## src/rtl/sched_ctrl_pkg.sv

```systemverilog
// sched_ctrl_pkg: shared definitions for the pipeline scheduler / interrupt
// controller.
//   - schedule-type codes that decode places on sci_sched_type
//   - FSM state encoding
//   - CAUSE layout constant and the INT id reserved for ERET
//   - sched_ctl_t: the bundle of pipeline control outputs produced each cycle
//   - stall_len(): converts a requested stall count into a real cycle count
package sched_ctrl_pkg;

    localparam logic [3:0] SCHED_CONTINUE     = 4'h0;
    localparam logic [3:0] SCHED_PAUSE_FOR_LW = 4'h1;

    // Hardware-originated causes set this bit; software INT leaves it clear.
    localparam int         CAUSE_HW_BIT       = 7;
    localparam logic [3:0] INT_ID_ERET        = 4'hF;

    typedef enum logic [1:0] {
        SCHED_ST_RUN   = 2'd0,
        SCHED_ST_PAUSE = 2'd1,
        SCHED_ST_TRAP  = 2'd2
    } sched_state_e;

    typedef struct packed {
        logic        stall;
        logic        bubble;
        logic        flush_id;
        logic        branch;
        logic [15:0] new_pc;
    } sched_ctl_t;

    // A requested count of 0 still costs one stall cycle.
    function automatic logic [3:0] stall_len(input logic [3:0] cnt);
        return (cnt == 4'd0) ? 4'd1 : cnt;
    endfunction

endpackage

```

## src/rtl/sched_ctrl.sv

```systemverilog
// sched_ctrl: pipeline scheduler and interrupt controller for the 16-bit
// five-stage core.
//
// Ports
//   clk, rst                      core clock; asynchronous active-low reset
//   sci_pause_request/_type/_count stall request from decode
//   sci_int, sci_int_id           INT n (or ERET when id == ERET_ID)
//   sci_int_enable/_disable       MTIH set / clear of the interrupt-enable bit
//   sci_id_addr, sci_id_branch    PC of the ID instruction; decode redirecting
//   sci_ext_int, sci_ext_id       level external interrupt and its source id
//   sco_stall, sco_bubble         hold PC + IF/ID; NOP into ID/EX
//   sco_flush_id                  NOP into IF/ID
//   sco_branch, sco_new_pc        IF redirect and its target
//   sco_int_en, sco_cause, sco_epc architectural interrupt state for decode
//
// All control outputs are combinational from state, registers and inputs.
// While rst is low every output except sco_int_en is forced to zero.
module sched_ctrl
    import sched_ctrl_pkg::*;
#(
    parameter logic [15:0] HANDLER_ADDR = 16'h0008,
    parameter logic        INT_EN_RESET = 1'b1,
    parameter logic [3:0]  ERET_ID      = INT_ID_ERET
) (
    input  logic        clk,
    input  logic        rst,
    input  logic        sci_pause_request,
    input  logic [3:0]  sci_sched_type,
    input  logic [3:0]  sci_sched_count,
    input  logic        sci_int,
    input  logic [3:0]  sci_int_id,
    input  logic        sci_int_enable,
    input  logic        sci_int_disable,
    input  logic [15:0] sci_id_addr,
    input  logic        sci_id_branch,
    input  logic        sci_ext_int,
    input  logic [2:0]  sci_ext_id,
    output logic        sco_stall,
    output logic        sco_bubble,
    output logic        sco_flush_id,
    output logic        sco_branch,
    output logic [15:0] sco_new_pc,
    output logic        sco_int_en,
    output logic [7:0]  sco_cause,
    output logic [15:0] sco_epc
);

    sched_state_e state_q, state_d;
    logic [3:0]   rem_q, rem_d;
    logic         int_en_q, int_en_d;
    logic [7:0]   cause_q, cause_d;
    logic [15:0]  epc_q, epc_d;
    logic         pending_q, pending_d;
    logic [2:0]   id_src_q, id_src_d;
    logic [3:0]   n_len;
    logic         take_ext;
    sched_ctl_t   ctl;

    // Both schedule types stall identically; the type is informational.
    logic unused_sched_type;
    assign unused_sched_type = ^sci_sched_type;

    always_ff @(posedge clk or negedge rst) begin
        if (!rst) begin
            state_q   <= SCHED_ST_RUN;
            rem_q     <= 4'd0;
            int_en_q  <= INT_EN_RESET;
            cause_q   <= 8'h00;
            epc_q     <= 16'h0000;
            pending_q <= 1'b0;
            id_src_q  <= 3'd0;
        end else begin
            state_q   <= state_d;
            rem_q     <= rem_d;
            int_en_q  <= int_en_d;
            cause_q   <= cause_d;
            epc_q     <= epc_d;
            pending_q <= pending_d;
            id_src_q  <= id_src_d;
        end
    end

    always_comb begin
        state_d   = state_q;
        rem_d     = rem_q;
        int_en_d  = int_en_q;
        cause_d   = cause_q;
        epc_d     = epc_q;
        pending_d = pending_q;
        id_src_d  = id_src_q;
        ctl       = '0;
        take_ext  = 1'b0;
        n_len     = stall_len(sci_sched_count);

        unique case (state_q)
            SCHED_ST_RUN: begin
                if (sci_pause_request) begin
                    // This cycle is the first of N stall cycles.
                    ctl.stall  = 1'b1;
                    ctl.bubble = 1'b1;
                    if (n_len > 4'd1) begin
                        rem_d   = n_len - 4'd1;
                        state_d = SCHED_ST_PAUSE;
                    end
                end else if (sci_int && sci_int_id == ERET_ID) begin
                    ctl.branch   = 1'b1;
                    ctl.new_pc   = epc_q;
                    ctl.flush_id = 1'b1;
                    int_en_d     = 1'b1;
                    state_d      = SCHED_ST_TRAP;
                end else if (sci_int) begin
                    // Software INT returns past itself.
                    ctl.branch   = 1'b1;
                    ctl.new_pc   = HANDLER_ADDR;
                    ctl.flush_id = 1'b1;
                    epc_d        = sci_id_addr + 16'd1;
                    cause_d      = {4'h0, sci_int_id};
                    int_en_d     = 1'b0;
                    state_d      = SCHED_ST_TRAP;
                end else if (pending_q && int_en_q && !sci_id_branch) begin
                    // The ID instruction is squashed and re-executed on return,
                    // so EPC points at it rather than past it. A branching ID
                    // instruction defers entry since its target is not yet known.
                    ctl.branch   = 1'b1;
                    ctl.new_pc   = HANDLER_ADDR;
                    ctl.flush_id = 1'b1;
                    ctl.bubble   = 1'b1;
                    epc_d        = sci_id_addr;
                    cause_d      = 8'h00;
                    cause_d[CAUSE_HW_BIT] = 1'b1;
                    cause_d[2:0] = id_src_q;
                    int_en_d     = 1'b0;
                    take_ext     = 1'b1;
                    state_d      = SCHED_ST_TRAP;
                end else begin
                    if (sci_int_disable)     int_en_d = 1'b0;
                    else if (sci_int_enable) int_en_d = 1'b1;
                end
            end
            SCHED_ST_PAUSE: begin
                ctl.stall  = 1'b1;
                ctl.bubble = 1'b1;
                rem_d      = rem_q - 4'd1;
                if (rem_q <= 4'd1) state_d = SCHED_ST_RUN;
            end
            SCHED_ST_TRAP: begin
                // Guard cycle: lets the handler's first instruction reach ID
                // before anything can re-enter.
                ctl.flush_id = 1'b1;
                state_d      = SCHED_ST_RUN;
            end
            default: state_d = SCHED_ST_RUN;
        endcase

        // Taking the interrupt wins over a same-cycle re-latch; a still-high
        // level is picked up again on the next edge.
        if (take_ext) begin
            pending_d = 1'b0;
        end else if (sci_ext_int) begin
            pending_d = 1'b1;
            id_src_d  = sci_ext_id;
        end
    end

    assign sco_stall    = rst & ctl.stall;
    assign sco_bubble   = rst & ctl.bubble;
    assign sco_flush_id = rst & ctl.flush_id;
    assign sco_branch   = rst & ctl.branch;
    assign sco_new_pc   = rst ? ctl.new_pc : 16'h0000;
    assign sco_int_en   = int_en_q;
    assign sco_cause    = rst ? cause_q : 8'h00;
    assign sco_epc      = rst ? epc_q : 16'h0000;

endmodule

```

## config.mk

```make
export PLATFORM = sky130hd
export DESIGN_NAME = sched_ctrl
export DESIGN_NICKNAME = d
export VERILOG_FILES = /design/src/rtl/sched_ctrl_pkg.sv /design/src/rtl/sched_ctrl.sv
export SDC_FILE = /design/constraint.sdc
export NUM_CORES = 1
export LEC_CHECK = 0
export BUFFER_PORTS_ARGS = -buffer_cell sky130_fd_sc_hd__buf_2
export CORE_MARGIN = 2
export CORE_UTILIZATION = 49
export DETAILED_ROUTE_END_ITERATION = 10
export HOLD_SLACK_MARGIN = 0.08
export PLACE_DENSITY_LB_ADDON = 0.12
export SYNTH_ARGS = -nofsm -noshare
export SYNTH_HDL_FRONTEND = slang
export SYNTH_SLANG_ARGS = --single-unit
```

## constraint.sdc

```tcl
create_clock -name clk -period 2.19 [get_ports clk]
set_input_delay 0.3285 -clock clk [delete_from_list [all_inputs] [get_ports clk]]
set_output_delay 0.3285 -clock clk [all_outputs]
set_load 0.01 [all_outputs]
```

==> results by stage <==
Status:
- The flow ran to the end, and the final reports show no timing, DRC or antenna violations.

Global route:
- Global routing used 19.9% of the available tracks across all layers.
- Entering global routing, the biggest net connects 55 pins.
- The first global-routing pass estimated 7910 µm of wire.
- The via count of the first global-routing pass came to about 1700.
- After global routing the overflow that remains totals 0.
- The initial antenna violation count was 0.

Placed design:
- The final weighted congestion of routability-driven global placement is 0.768.
- The total placed cells including tap cells is approximately 350.
- The pre-CTS setup slack is 0.0640 ns.
- After legalization and detailed placement, the total HPWL measured roughly 3500 µm.
- The placed instances occupy a cell area of 0.00259 mm².
- The count of buffers added on input and output ports is 76.

Floorplan:
- The floorplan has 24 rows.
- Once the floorplan was initialized, standard cells occupied 50.4% of the core.
- The core area is 0.00429 mm².
- The floorplan step set the die height to 70.5 µm.
- The floorplan step defined a die boundary enclosing 0.00497 mm².
- 84 I/O pins were placed.
- The floorplan die width is about 70 µm.

CTS:
- The number of CTS-inserted buffers is 5.
- The clock tree from TritonCTS is built.
- The cell sitting at the root of the clock tree is a clkbuf_8.
- The number of H-tree levels is 2.
- The maximum clock path buffer count is 2.
- The clock latency on the worst-skew pair is 0.28 ns.
- The clock transition at the register clock pins on the worst setup and hold paths after CTS is 0.07 ns.
- The post-CTS setup buffer count is 0.
- The number of clock sinks is 32.

Logic synthesis:
- Summed over its instances, the top area cell type makes up 35.8% of the synthesized netlist area.
- The synthesized netlist contains 46 unique library cells.
- In the synthesized netlist, the number of instances is about 230.
- The share of the Yosys chip area taken by registers is 37.1%.
- Summing every instance area after synthesis gives 0.00216 mm².
- During synthesis, Yosys emitted a total of 0 warnings.
- After synthesis, the cell types taking the most area are dfrtp_1 36%, and2_1 11%, mux2_2 7.3%, mux2_4 5.5%, xnor2_1 3.2%.
- In this run the mean area of a mapped cell was 9.62 µm².
- In this run, synthesis inferred 0 flip-flops with an integrated enable.
- The dominant synthesized flop cell is dfrtp_1.
- The async set-or-reset flop fraction in the synthesized netlist is 100%.
- The synthesized design spends more area on one cell type than any other, namely dfrtp_1.
- The synthesized design contains 32 register bits.

Timing:
- Measured against its own limit, the worst slew margin works out to 63.6%.
- The max-slew violation count was 0.
- The shortest period the worst path allows is 2.11 ns.
- The hold slack is between 0.1 and 0.15 ns.
- For the final routed database, the setup TNS stands at 0 ns.
- The highest clock rate is 474 MHz.
- The final count of negative-setup-slack endpoints is 0.
- After layout, the worst setup slack is 0.0792 ns.
- The worst path uses 96.4% of the clock period.
- The slew of the pin with the lowest slew margin is 0.546 ns.
- The count of final hold-check violations is 0.
- For the final database, setup skew stands at 0.00879 ns.

Route:
- The per-cell routed wire length is 13.0 µm.
- The count of nets left with antenna violations once routing finished came out at 0.
- The routed via count divided by cell count is around 5.0.
- The total iterations of the first detailed-routing run is 4.
- The DRC violations left is 0.
- The final layout contains routed wiring with a total length of about 4700 µm.
- The routed layout has 1815 vias.
- In this run, the number of DRC markers left after iteration 0 of detailed routing was 102.

Cells and area:
- The count of cells in the finished layout, fillers not included, comes to 360.
- Compared with the post-synthesis result, the final layout area differs by 25.3%.
- At the end of the flow, the number of nets in the layout was 350.
- 0 antenna diodes ended up in the layout.
- The share of the core filled with cells is 63.1%.
- The fill cell total of the finished layout is around 420.
- The fraction of layout cells with a size suffix above 1 is 40.6%.
- After routing the design area is 0.00271 mm².

Critical path:
- In this run the worst path has a maximum fanout of 7.
- The endpoint class of the critical path is a primary output.
- The worst setup path is of the reg2out kind.
- At the worst endpoint, the required time is between 1.5 and 2 ns.
- For flop-to-flop paths, the worst setup slack is 0.25 ns.
- The sort of element at the start of the critical path is a flop.
- The worst reg2reg path depth is 5.
- The timing startpoint of the critical path is state_q[1].
- STA puts the critical path data arrival time at 1.78 ns.
- The source of the worst register-to-register timing path is state_q[0].

Power and ir drop:
- Summing internal, switching and leakage power gives approximately 2.6 mW.
- The power density of the placed cells is roughly 960 mW/mm².
- In this run the static leakage power is 1.34 nW.
- IR analysis of the VDD net gives a maximum drop of 0.000495 V.

Job:
- Across the run, the number of max-cap violations was 0.

Hold path:
- The worst hold path belongs to the class in2async.
==> path summary, 6_finish.rpt <==
check | end
min in group clk | id_src_q[1]
setup / recovery | sco_new_pc[5]
setup reg to reg | epc_q[13]
hold / removal | epc_q[13]
hold reg to reg | cause_q[7]
max in group asynchronous | sco_int_en
==> cells in the mapped netlist, drive strengths merged, types with 6 or more instances <==
library cell	count
nor3	12
inv	11
and2	38
nand3	7
nand4	6
dfrtp	31
mux2	22
xnor2	8
a21oi	7
o21ai	7
nor2	12
xor2	8
nand2	6
buf	7
==> metal layers <==
layer / wire [µm] / GRT usage (%) / vias to the layer above
li1: - / - / 939
met2: 2070 / 30.7 / 49
met3: 293 / 5.63 / 4
met5: 0 / 0 / -
met1: 2280 / 27.6 / 823
met4: 29 / 4.49 / 0
==> worst max-delay path: stages (launching register included) <==
cell	delay, ns
dfrtp_1	0.39
nand2b_1	0.19
or3_4	0.37
nor2_4	0.12
clkbuf_4	0.20
and2_1	0.13
buf_2	0.12
==> flip-flops by register name, indices dropped and copies added (netlist names) <==
signal      cells
state_q         2
rem_q           4
id_src_q        3
sco_int_en      1
epc_q          16
pending_q       1
cause_q         5
==> placed cells by master (no fill, tap or decap), types with 2 or more instances in the layout <==
master,count
a21oi_1,6
a31oi_1,2
and2_1,38
buf_2,76
buf_4,7
clkbuf_8,7
conb_1,3
dfrtp_1,31
ha_1,4
inv_1,11
mux2_2,14
mux2_4,8
nand2_1,6
nand2b_1,4
nand3_1,7
nand4_1,6
nor2_1,11
nor3_1,12
nor4_1,5
o21ai_0,7
or2_2,2
or3_4,2
or4b_2,2
xnor2_1,8
xor2_1,8
==> where the power goes <==
group	switching (mW)	leakage (nW)	internal [mW]
Combinational	0.451	0.913	0.567
Clock	0.221	0.0515	0.287
Sequential	0.198	0.378	0.865
==> area by class of cell <==
type                       count  area [µm²]  share of cell area, %
timing repair buffer          85         452                   16.7
sequential                    32         802                   29.6
clock buffer                   8         100                   3.69
inverter                      11        41.3                   1.52
tap                           52        65.1                   2.40
multi-input combinational    172        1250                   46.1
==> cell families after synthesis <==
family,synth area share [%]
AO/OA/AOI/OAI,7.57
XOR/XNOR,6.47
multiplexers,12.8
other,0.173
AND/OR/NAND/NOR,27.5
flip-flops,37.1
adder cells (fa/ha/maj),2.31
buffers and inverters,6.07
==> repair_timing <==
item / CTS / global route
hold buffers: 0 / 0
resized for setup: 0 / 5
endpoints found under the setup margin: 0 / 12
No activity file was read; power rests on OpenSTA's default activity.
